==> src/rtl/afg_pkg.sv <==
// Shared definitions for the arbitrary-function-generator waveform read path.
package afg_pkg;

  typedef enum logic [1:0] {
    IDLE = 2'd0,
    RUN  = 2'd1,
    FIN  = 2'd2
  } state_t;

  // A zero step would freeze the address, so it is replaced by this value.
  localparam int unsigned STEP_ZERO_SUB = 1;

endpackage

==> src/rtl/burst_cfg_regs.sv <==
// Enable-loaded burst configuration registers (start, end, step, pass count),
// each with its own reset value.
module burst_cfg_regs #(
  parameter int ADDR_W = 16,
  parameter int CNT_W  = 16
) (
  input  logic              Clock,
  input  logic              Reset,
  input  logic              load,
  input  logic [ADDR_W-1:0] ld_start,
  input  logic [ADDR_W-1:0] ld_end,
  input  logic [ADDR_W-1:0] ld_step,
  input  logic [CNT_W-1:0]  ld_count,
  output logic [ADDR_W-1:0] cfg_start,
  output logic [ADDR_W-1:0] cfg_end,
  output logic [ADDR_W-1:0] cfg_step,
  output logic [CNT_W-1:0]  cfg_count
);
  import afg_pkg::*;

  always_ff @(posedge Clock) begin
    if (!Reset) begin
      cfg_start <= '0;
      cfg_end   <= '0;
      cfg_step  <= ADDR_W'(STEP_ZERO_SUB);
      cfg_count <= '0;
    end else if (load) begin
      cfg_start <= ld_start;
      cfg_end   <= ld_end;
      cfg_step  <= (ld_step == '0) ? ADDR_W'(STEP_ZERO_SUB) : ld_step;
      cfg_count <= ld_count;
    end
  end

endmodule

==> src/rtl/burst_addr_gen.sv <==
// Burst address generator: steps the waveform RAM read address from start to
// end on each sample tick, wrapping per pass and stopping after N passes.
module burst_addr_gen #(
  parameter int ADDR_W = 16,
  parameter int CNT_W  = 16
) (
  input  logic              Clock,
  input  logic              Reset,
  input  logic              ld_en,
  input  logic [ADDR_W-1:0] ld_start,
  input  logic [ADDR_W-1:0] ld_end,
  input  logic [ADDR_W-1:0] ld_step,
  input  logic [CNT_W-1:0]  ld_count,
  input  logic              start,
  input  logic              stop,
  input  logic              tick,
  output logic [ADDR_W-1:0] addr,
  output logic              addr_valid,
  output logic              busy,
  output logic              done,
  output logic [CNT_W-1:0]  passes_left
);
  import afg_pkg::*;

  state_t              state, state_nxt;
  logic [ADDR_W-1:0]   addr_nxt;
  logic [CNT_W-1:0]    passes_nxt;
  logic [ADDR_W-1:0]   cfg_start, cfg_end, cfg_step;
  logic [CNT_W-1:0]    cfg_count;
  logic [ADDR_W:0]     sum;
  logic                cfg_load;

  assign cfg_load = ld_en && (state == IDLE);

  burst_cfg_regs #(
    .ADDR_W(ADDR_W),
    .CNT_W (CNT_W)
  ) u_cfg (
    .Clock    (Clock),
    .Reset    (Reset),
    .load     (cfg_load),
    .ld_start (ld_start),
    .ld_end   (ld_end),
    .ld_step  (ld_step),
    .ld_count (ld_count),
    .cfg_start(cfg_start),
    .cfg_end  (cfg_end),
    .cfg_step (cfg_step),
    .cfg_count(cfg_count)
  );

  // One extra bit keeps the carry so an overflowing step ends the pass.
  assign sum = {1'b0, addr} + {1'b0, cfg_step};

  always_ff @(posedge Clock) begin
    if (!Reset) begin
      state       <= IDLE;
      addr        <= '0;
      passes_left <= '0;
    end else begin
      state       <= state_nxt;
      addr        <= addr_nxt;
      passes_left <= passes_nxt;
    end
  end

  always_comb begin
    state_nxt  = state;
    addr_nxt   = addr;
    passes_nxt = passes_left;
    busy       = 1'b0;
    addr_valid = 1'b0;
    done       = 1'b0;
    unique case (state)
      IDLE: begin
        // A same-cycle load feeds the burst directly, bypassing the registers.
        if (start && !stop) begin
          state_nxt  = RUN;
          addr_nxt   = ld_en ? ld_start : cfg_start;
          passes_nxt = ld_en ? ld_count : cfg_count;
        end
      end
      RUN: begin
        busy       = 1'b1;
        addr_valid = 1'b1;
        if (stop) begin
          state_nxt = IDLE;
        end else if (tick) begin
          if (sum > {1'b0, cfg_end}) begin
            addr_nxt = cfg_start;
            if (cfg_count != '0) begin
              if (passes_left == CNT_W'(1)) begin
                passes_nxt = '0;
                state_nxt  = FIN;
              end else begin
                passes_nxt = passes_left - CNT_W'(1);
              end
            end
          end else begin
            addr_nxt = sum[ADDR_W-1:0];
          end
        end
      end
      FIN: begin
        done      = 1'b1;
        state_nxt = IDLE;
      end
      default: state_nxt = IDLE;
    endcase
  end

endmodule
==> config.mk <==
export PLATFORM = sky130hd
export DESIGN_NAME = burst_addr_gen
export DESIGN_NICKNAME = d
export VERILOG_FILES = /design/src/rtl/afg_pkg.sv /design/src/rtl/burst_cfg_regs.sv /design/src/rtl/burst_addr_gen.sv
export SDC_FILE = /design/constraint.sdc
export NUM_CORES = 1
export LEC_CHECK = 0
export CAP_MARGIN = 15
export CORE_AREA = 2 2 114 116
export DETAILED_ROUTE_END_ITERATION = 8
export DIE_AREA = 0 0 116 118
export PLACE_DENSITY = 0.7
export SYNTH_ARGS = -nofsm -noshare
export SYNTH_HDL_FRONTEND = slang
export SYNTH_SLANG_ARGS = --single-unit
==> constraint.sdc <==
create_clock -name Clock -period 5.9 [get_ports Clock]
set_input_delay 0.59 -clock Clock [delete_from_list [all_inputs] [get_ports Clock]]
set_output_delay 0.59 -clock Clock [all_outputs]
set_load 0.02 [all_outputs]
# Yosys cells after proc, flatten, opt, wreduce, memory -nomap -nowiden
# Index checks and enable logic that the tools add are counted.
# Widths: inputs -> output; s select.
# totals
reg_bits	98
inputBits	70
out_inout_bits	35
word_cells	56
# classes
n_addsub	2
magnitude_cmp	1
n_eq_ne	12
mux	24
reduce_logical	10
# ops
operator	n
$mux 16	13
$pmux 16 s2	2
$add 16x16->17	1
$gt 17x16->1	1
$eq 16x1->1 const B	1
$logic_not 16->1	1
$reduce_bool 16->1	1
$sub 16x1->16 const B	1
$mux 2	6
$ne 3x3->1 const B	4
$ne 2x2->1 const B	4
$reduce_and 6->1	1
$reduce_and 5->1	1
$pmux 2 s2	1
$reduce_and 4->1	1
$eq 2x1->1 const B	1
$eq 2x2->1 const B	1
$logic_and 1x1->1	2
$logic_not 2->1	1
$mux 1	2
$ne 2x1->1 const B	1
$reduce_bool 2->1	1
$logic_not 1->1	1

# Longest topological paths before layout
# Gate-level depths: netlist of the first run.
# logic_depth
depth_word	7
mapped_depth	18

# Modules after synthesis
# From an unflattened synthesis of the first run, not the netlist that was laid out.
# unflattened
cells_unflattened	683
area_unflattened_um2	6137.1
# by_module_without_submodules
module	instances	cells_per_inst	area_each_um2	seq_area_each_um2
burst_addr_gen	1	470	3681.0	680.7
burst_cfg_regs	1	213	2456.1	1281.2

# Worst setup path before layout of the first run
# OpenSTA, ideal clock, no wires.
# synth_path
path_kind	register to register
start	register addr[0]
end	register passes_left[13]
setup_time_ns	0.129
arrival_ns	3.878
t_required_ns	5.771
path_slack_ns	1.893
stages_incl_launch_ff	19
n_path_buf	1
synth_period_minus_slack_ns	4.007
path_cell_list	dfxtp_1 -> ha_1 -> fa_1 -> a211oi_1 -> o211ai_1 -> a2111oi_0 -> o31ai_1 -> a21oi_1 -> xnor2_1 -> ha_1 -> nand2_1 -> nor2_1 -> inv_1 -> o211ai_1 -> a21o_1 -> nand2b_1 -> buf_2 -> nor3_2 -> nor3_2
# synth_between
elab_chain_len	4
# synth_rtl
item	line_no	text
start, declared	burst_addr_gen.sv:17	output logic [ADDR_W-1:0] addr,
start signal, assigned	burst_addr_gen.sv:62	addr <= addr_nxt;
$add 16x16->17	burst_addr_gen.sv:53	assign sum = {1'b0, addr} + {1'b0, cfg_step};
$gt 17x16->1	burst_addr_gen.sv:89	if (sum > {1'b0, cfg_end}) begin
$ne 2x2->1 (no source line)	n/a	
$reduce_and 6->1 (no source line)	n/a	
end signal, assigned	burst_addr_gen.sv:63	passes_left <= passes_nxt;
end, declared	burst_addr_gen.sv:21	output logic [CNT_W-1:0] passes_left
# No other way between the ends.
# A chain may end at the register's enable or synchronous reset.

# Worst setup path after layout of the first run
# layout_path
start	register addr[0]
end	register passes_left[9]
# Same word-level chain as after synthesis.

==> results of run 1 <==
## per-layer routing
| layer | part of all wire (%) | wire [microns] | vias to the layer above |
|---|---|---|---|
| met5 | 0 | 0 | - |
| met1 | 45 | 7410 | 2588 |
| met3 | 6.1 | 1004 | 29 |
| met2 | 47 | 7816 | 227 |
| li1 | - | - | 2705 |
| met4 | 2.1 | 340 | 0 |
## worst paths after layout
check / from / slack (ns) / end
worst max-delay path: addr[0] / 1.10 / passes_left[9]
worst min-delay path: u_cfg.cfg_start[10] / 0.45 / u_cfg.cfg_start[10]
worst max register to register: addr[0] / 1.10 / passes_left[9]
worst min register to register: u_cfg.cfg_start[10] / 0.45 / u_cfg.cfg_start[10]
## worst max-delay path, stage by stage (launching register included)
cell and delay (ns):
dfxtp_1 0.33, ha_1 0.24, fa_1 0.43, a211oi_1 0.38, o211ai_1 0.25, a2111oi_0 0.62, o31ai_1 0.17, a21oi_1 0.22
xnor2_1 0.12, ha_1 0.31, nand2_1 0.05, nor2_1 0.14, inv_1 0.06, o211ai_1 0.29, a21oi_2 0.15, a21oi_2 0.57
a21oi_1 0.14, a41o_1 0.23
## logic make-up (layout without fill, tap and decap cells)
group | Yosys count | in the layout | share of synthesized area (%)
and+or+nand+nor | 269 | 269 | 21.95
adders and majority gates | 35 | 35 | 8.091
AOI/OAI and AO/OA | 220 | 220 | 23.61
buffers and inverters | 67 | 153 | 4.841
xor gates and xnor gates | 16 | 16 | 2.545
muxes | 18 | 18 | 3.318
DFF | 98 | 98 | 35.64
## per-stage QoR
step | power, mW | setup WS, ns | util, % | cells | instance area, sq um
after floorplan | 1.031 | 1.893 | - | 723 | 5505
after global placement | 1.188 | 1.356 | 53.59 | 966 | 6653
after detailed placement | 1.198 | 1.214 | 53.59 | 966 | 6653
after CTS | 1.841 | 1.193 | 56.23 | 981 | 6980
after global routing | 1.923 | 0.7327 | 56.23 | 981 | 6980
final | 1.843 | 1.103 | 56.23 | 981 | 6980
## area by class of cell
class                   count  area, sq um  area share (%)
repair buffers            111         1094           15.67
well taps                 172        215.2           3.083
inverters                  27        101.3           1.452
clock buffers              11        252.7           3.621
clock inverters             4        75.07           1.075
multi-input cells         558         3281           47.00
flip-flops and latches     98         1962           28.11
## cells in the final DEF (no fill, tap or decap), types with 5 or more instances in the layout
cell type / instances
nand2_1: 161
a21oi_1: 119
clkdlybuf4s50_1: 104
dfxtp_1: 98
o21ai_0: 34
ha_1: 34
nor2_1: 33
inv_1: 26
mux2i_1: 16
nand3_1: 14
xnor2_1: 12
nor3_1: 11
nor4_1: 10
and3_1: 10
clkbuf_16: 9
a211oi_1: 7
o211ai_1: 7
buf_4: 7
a21o_1: 6
o22ai_1: 6
nand2b_1: 5
nand4_1: 5
## power by group
group          leakage, nW  switching [mW]  internal, mW
Combinational         1.79           0.259         0.194
Sequential           0.805          0.0356         0.702
Clock                0.154           0.259         0.393
## registers in the layout, summed over array words and instances, names as in the netlist
signal and flops:
addr 16, u_cfg.cfg_step 16, passes_left 16, u_cfg.cfg_count 16
u_cfg.cfg_end 16, u_cfg.cfg_start 16, state 2
==> flow_summary.toml, run 1 <==
[route]
drtIter0Drc = 468
ant_nets = 0
routed_wl_microns = 16570
drtPass1Iterations = 5
drc_errors = 0
avgRoutedWirePerCell_microns = 16.89
vias_per_cell = 5.656
dr_total_vias = 5549

[outcome]
status = "complete, no violations"

[worst_setup_path]
crit_required_ns = 6.14
crit_fanout = 14
startpoint_type = "flip-flop"
arrival_ns = 5.04
r2r.worst_path.cells = 17
setup.worst_path.class = "flip-flop to flip-flop"
end_kind = "flip-flop"

[timing]
slew_violations = 0
fmax_mhz = 208.5
setup_tns_ns = 0
holdWs_ns = 0.4516
finalHoldViolations = 0
worstMarginPinSlew_ns = 1.051
min_period_over_period_pct = 81.30
slew_headroom_pct = 29.93
rsz0062_at_grt = "false"
fin_crit_ns = 4.797
setup_viol = 0
clock_skew_ns = 0.01198

[power_and_ir_drop]
ir_drop_mv = 0.1836
p_per_area_nw_per_um2 = 264.0
p_leak_nw = 2.746

[synth]
syn_nets = 828
synthDistinctLibCells = 61
synth_edf_count = 0
ys_ff_latch = 98
avgSynthCellArea_sq_um = 7.614
yosysWarnings = 0
ys_seq_area_share_pct = 35.64
synth_flop_cell = "dfxtp_1"
netlist_area_sq_um = 5505
synthTopCellsByArea = "dfxtp_1, nand2_1, a21oi_1"
synth_top_area_cell = "dfxtp_1"
synthCells = 723
synth_common_cells = "nand2_1, a21oi_1, dfxtp_1, ha_1, o21ai_0"
synth_top_cell_area_share_pct = 35.64
synth_most_common_cell = "nand2_1"
ys_async_sr_fraction_pct = 0

[placed_design]
gp_congestion = 0.9177
io_buffers = 104
dpl.hpwl_microns = 11810

[global_routing]
overflow = 0
grtUsageMet1_pct = 33.89
antenna_found_initial = 0
grt_first_pass_wirelength_microns = 26750
first_global_vias = 5379
grt.total_usage_pct = 24.50
grt-busiest-layer = "met2"
grt_max_degree = 65
grt_util_met2_pct = 39.00
use_met3_pct = 2.884

[floorplan]
die-area_sq_um = 13690
dieWidth_microns = 116
num_rows = 41
start_util_pct = 44.35
coreArea_sq_um = 12410
die_h_microns = 118
ios = 105

[cts]
numCtsBuffers = 9
clk_pin_slew_ns = 0.07
cts_setup_buffers = 0
clk_path_buf_depth = 2
cts_root_buffer = "clkbuf_16"
cts_resized = 0
clock-sinks = 98
cts-htree-levels = 3
cts_hold_buf = 0
cts_tree = "done"
worstSkewPairLatency_ns = 0.35

[layout]
fillCellCount = 1164
drive_gt1_share_pct = 5.315
syn_to_final_growth_pct = 26.80
finalNetCount = 910
antenna_cells = 0

[min_path]
worstHoldPathCells = 2
min_path_type = "flip-flop to flip-flop"

[run]
maxCapViolations = 0
Note: power is estimated with default switching activity, not from simulation.
==> run 2, diff against run 1 <==
--- a/config.mk
+++ b/config.mk
@@ -9,7 +9,7 @@
 export CORE_AREA = 2 2 114 116
 export DETAILED_ROUTE_END_ITERATION = 8
 export DIE_AREA = 0 0 116 118
-export PLACE_DENSITY = 0.7
+export PLACE_DENSITY = 0.72
 export SYNTH_ARGS = -nofsm -noshare
 export SYNTH_HDL_FRONTEND = slang
 export SYNTH_SLANG_ARGS = --single-unit
==> constraint.sdc (replaced) <==
create_clock -name Clock -period 4.2 [get_ports Clock]
set_input_delay 0.42 -clock Clock [delete_from_list [all_inputs] [get_ports Clock]]
set_output_delay 0.42 -clock Clock [all_outputs]
set_load 0.02 [all_outputs]
==> flow_summary.toml, run 2 (synthesis results as in run 1) <==
[outcome]
status = "complete, no violations"

[worst_setup_path]
worstReg2RegEnd = "state[0]"
crit_fanout = 3
worstSetupStartpoint = "addr[0]"
rr_startpoint = "addr[0]"
r2r.worst_path.cells = 16
reg2reg_setup_slack_ns = 0.24
end_kind = "flip-flop"
crit_required_ns = 4.46
startpoint_type = "flip-flop"
setup.worst_path.class = "flip-flop to flip-flop"
arrival_ns = 4.21

[cts]
worstSkewPairLatency_ns = 0.36
cts_root_buffer = "clkbuf_16"
cts_hold_buf = 0
numCtsBuffers = 9
cts_tree = "done"
cts-htree-levels = 3
clock-sinks = 98
clk_pin_slew_ns = 0.07
clk_path_buf_depth = 2
cts_setup_buffers = 0

[placed_design]
dpl.hpwl_microns = 11910
io_buffers = 104
dpl.cell_count = 980
gp_congestion = 0.9190

[timing]
clock_skew_ns = 0.007196
slew_headroom_pct = 36.69
min_period_over_period_pct = 94.18
setup_tns_ns = 0
setup_viol = 0
worstMarginPinSlew_ns = 0.9410
slew_violations = 0
fmax_mhz = 252.8
finalHoldViolations = 0
fin_crit_ns = 3.955

[layout]
fillCellCount = 1163
finalNetCount = 926
mostFrequentLayoutCells = "nand2_1, a21oi_1, clkdlybuf4s50_1, dfxtp_1, ha_1"
syn_to_final_growth_pct = 31.20
utilization_pct = 58.18
antenna_cells = 0
drive_gt1_share_pct = 8.232
final_common_cell = "nand2_1"
stdcell_count = 998

[route]
routed_wl_microns = 16880
dr_total_vias = 5584
drtPass1Iterations = 5
ant_nets = 0
avgRoutedWirePerCell_microns = 16.92
drc_errors = 0
vias_per_cell = 5.595
drtIter0Drc = 464

[power_and_ir_drop]
p_per_area_nw_per_um2 = 365.9
ir_drop_mv = 0.1971
p_leak_nw = 2.861
power_mw = 2.643

[global_routing]
antenna_found_initial = 0
grt_max_degree = 75
grt.total_usage_pct = 24.89
overflow = 0
grt_first_pass_wirelength_microns = 27100
first_global_vias = 5387

[floorplan]
start_util_pct = 44.35
coreArea_sq_um = 12410
dieWidth_microns = 116
ios = 105
num_rows = 41
die-area_sq_um = 13690
die_h_microns = 118

[min_path]
min_path_type = "flip-flop to flip-flop"
hold_end = "u_cfg.cfg_start[10]"
worstHoldPathCells = 2
min_from = "u_cfg.cfg_start[10]"

[run]
maxCapViolations = 0
-- run 2: routing by layer --
metal  share of wire [%]  global-route usage [%]  up-vias
met5                   0                       0        -
met2                  46                   40.24      194
met1                  46                   33.12     2621
li1                    -                       -     2747
met4                 1.9                   9.375        0
met3                 5.7                   4.016       22
-- run 2: worst max path at each step --
stage	depth (start not counted)	endpoint	slack, ns
floorplan	18	passes_left[13]	0.19
global placement	17	passes_left[3]	-0.08
detailed placement	17	passes_left[4]	-0.18
CTS	19	passes_left[13]	0.01
global route	17	passes_left[3]	-0.02
finish	16	state[0]	0.24
-- run 2: what timing repair did --
action / in CTS / in global routing
resized for setup: 3 / 18
pin swaps: 0 / 13
hold endpoints to repair: 0 / 0
endpoints found under the setup margin: 30 / 34
gates cloned: 0 / 1
-- run 2: area by class of cell --
| type | instances | area, sq um | share of cell area (%) |
|---|---|---|---|
| Multi-Input combinational cell | 558 | 3358 | 46.49 |
| Timing Repair Buffer | 127 | 1272 | 17.62 |
| Inverter | 27 | 101.3 | 1.403 |
| Clock inverter | 2 | 60.06 | 0.8315 |
| Clock buffer | 14 | 254.0 | 3.516 |
| Tap cell | 172 | 215.2 | 2.979 |
| Sequential cell | 98 | 1962 | 27.16 |
-- run 2: per-stage QoR --
stage          hold slack (ns)  area, sq um  setup WS (ns)
6_report                0.4574         7223         0.2446
5_1_grt                 0.4762         7223       -0.01798
4_1_cts                 0.4552         7104        0.01299
3_5_place_dp            0.4463         6783        -0.1800
3_3_place_gp            0.4387         6783       -0.07719
2_1_floorplan           0.4319         5505         0.1928
-- run 2: critical path, cell delays in order (launching register included) --
cell,delay [ns]
dfxtp_1,0.32
ha_2,0.21
fa_2,0.35
a211oi_2,0.26
o21bai_1,0.10
a21oi_1,0.18
xnor2_1,0.21
ha_1,0.32
a211oi_1,0.23
nor2_1,0.11
a2111oi_4,0.33
buf_4,0.17
o211ai_1,0.14
a21oi_2,0.29
nor2b_2,0.09
and3_1,0.20
a2111oi_2,0.35
-- run 2: report_power, final --
group	internal (mW)	leakage, nW	switching (mW)	total [mW]
clock network	0.540	0.151	0.366	0.906
registers	0.987	0.805	0.0519	1.04
logic	0.313	1.91	0.386	0.699
total	1.84	2.86	0.804	2.64
==> run 3, diff against run 2 <==
--- a/config.mk
+++ b/config.mk
@@ -10,6 +10,7 @@
 export DETAILED_ROUTE_END_ITERATION = 8
 export DIE_AREA = 0 0 116 118
 export PLACE_DENSITY = 0.72
+export SETUP_SLACK_MARGIN = 0.2
 export SYNTH_ARGS = -nofsm -noshare
 export SYNTH_HDL_FRONTEND = slang
 export SYNTH_SLANG_ARGS = --single-unit
==> flow_summary.toml, run 3 (synthesis results as in run 1) <==
[floorplan]
die-area_sq_um = 13690
coreArea_sq_um = 12410
num_rows = 41
ios = 105
start_util_pct = 44.35
die_h_microns = 118
dieWidth_microns = 116

[cts]
cts_root_buffer = "clkbuf_16"
clock-sinks = 98
clk_path_buf_depth = 2
cts_tree = "done"
clk_pin_slew_ns = 0.07
cts-htree-levels = 3
worstSkewPairLatency_ns = 0.36
numCtsBuffers = 9

[timing]
holdWs_ns = 0.4555
worstMarginPinSlew_ns = 0.8639
fin_crit_ns = 3.976
clock_skew_ns = 0.008519
finalHoldViolations = 0
min_period_over_period_pct = 94.68
slew_violations = 0
rsz0062_at_grt = "true"
setup_viol = 0
fmax_mhz = 251.5
slew_headroom_pct = 42.40

[min_path]
min_from = "u_cfg.cfg_start[8]"
worstHoldPathCells = 2
min_path_type = "flip-flop to flip-flop"
hold_end = "u_cfg.cfg_start[8]"

[route]
drc_errors = 0
avgRoutedWirePerCell_microns = 16.97
vias_per_cell = 5.574
ant_nets = 0
routed_wl_microns = 17090
dr_total_vias = 5613
drtPass1Iterations = 6
drtIter0Drc = 476

[layout]
mostFrequentLayoutCells = "nand2_1, a21oi_1, clkdlybuf4s50_1, dfxtp_1, ha_1"
finalNetCount = 935
syn_to_final_growth_pct = 33.09
postLayoutCellArea_sq_um = 7327
utilization_pct = 59.02
drive_gt1_share_pct = 11.50
antenna_cells = 0
final_common_cell = "nand2_1"
stdcell_count = 1007

[power_and_ir_drop]
ir_drop_mv = 0.2213
power_mw = 2.621
p_leak_nw = 2.903
p_per_area_nw_per_um2 = 357.7

[global_routing]
grt_max_degree = 75
first_global_vias = 5425
antenna_found_initial = 0
grt_first_pass_wirelength_microns = 27220
grt.total_usage_pct = 24.99
overflow = 0

[worst_setup_path]
arrival_ns = 4.25
setup.worst_path.class = "flip-flop to flip-flop"
worstReg2RegEnd = "addr[9]"
end_kind = "flip-flop"
startpoint_type = "flip-flop"
crit_required_ns = 4.47
r2r.worst_path.cells = 16
rr_startpoint = "addr[1]"
crit_fanout = 5
reg2reg_setup_slack_ns = 0.22

[placed_design]
dpl.hpwl_microns = 12080
gp_congestion = 0.8732
io_buffers = 104
postPlaceCellArea_sq_um = 6744
dpl.cell_count = 978

[run]
maxCapViolations = 0

[outcome]
status = "complete, no violations"
-- run 3: report_power, final --
part / switching, mW / internal (mW)
logic: 0.392 / 0.324
clock network: 0.372 / 0.494
registers: 0.0521 / 0.987
-- run 3: per-stage QoR --
step / setup TNS, ns / worst slack (ns)
after CTS: 0 / 0.1916
final: 0 / 0.2236
after detailed placement: -0.02467 / -0.02042
after floorplan: 0 / 0.2547
after global placement: 0 / 0.01884
after global routing: 0 / 0.03571
-- run 3: worst max path at each step --
| stage | endpoint | slack, ns | from |
|---|---|---|---|
| final | addr[9] | 0.22 | addr[1] |
| after global routing | state[0] | 0.04 | addr[1] |
| after CTS | passes_left[3] | 0.19 | addr[2] |
| after detailed placement | passes_left[3] | -0.02 | u_cfg.cfg_step[1] |
| after global placement | passes_left[3] | 0.02 | addr[0] |
| after floorplan | passes_left[13] | 0.25 | addr[0] |
-- run 3: layout make-up --
type	instances	area, sq um
Timing Repair Buffer	136	1311
Fill cell	1171	5087
Tap cell	172	215.2
Clock buffer	12	256.5
Clock inverter	4	50.05
Inverter	27	101.3
Sequential cell	98	1967
Multi-Input combinational cell	558	3426
-- run 3: worst max-delay path, cell delays in order, from the launching register on --
cell and delay, ns:
dfxtp_2 0.35, ha_1 0.32, a211oi_2 0.35, o21ai_2 0.13
a21o_1 0.22, a21oi_2 0.23, xnor2_2 0.16, ha_1 0.29
and4_1 0.24, a2111oi_4 0.37, buf_4 0.16, o211ai_1 0.15
buf_4 0.18, a21oi_2 0.17, clkdlybuf4s15_2 0.29, a21oi_1 0.09
a21oi_1 0.20
-- run 3: what timing repair did --
item / in CTS / in global routing
pin swaps: 2 / 21
hold endpoints to repair: 0 / 0
buffers inserted: 1 / 10
gates cloned: 0 / 2
resized for setup: 5 / 42
endpoints found under the setup margin: 34 / 34
hold buffers: 0 / 0
-- run 3: per-layer routing --
layer | vias up | wire (microns) | part of all wire [%] | track usage, %
met1 | 2632 | 7587 | 44 | 33.13
met3 | 28 | 859 | 5.0 | 3.193
met2 | 198 | 8289 | 48 | 40.86
li1 | 2755 | - | - | -
met4 | 0 | 355 | 2.1 | 10.04
met5 | - | 0 | 0 | 0
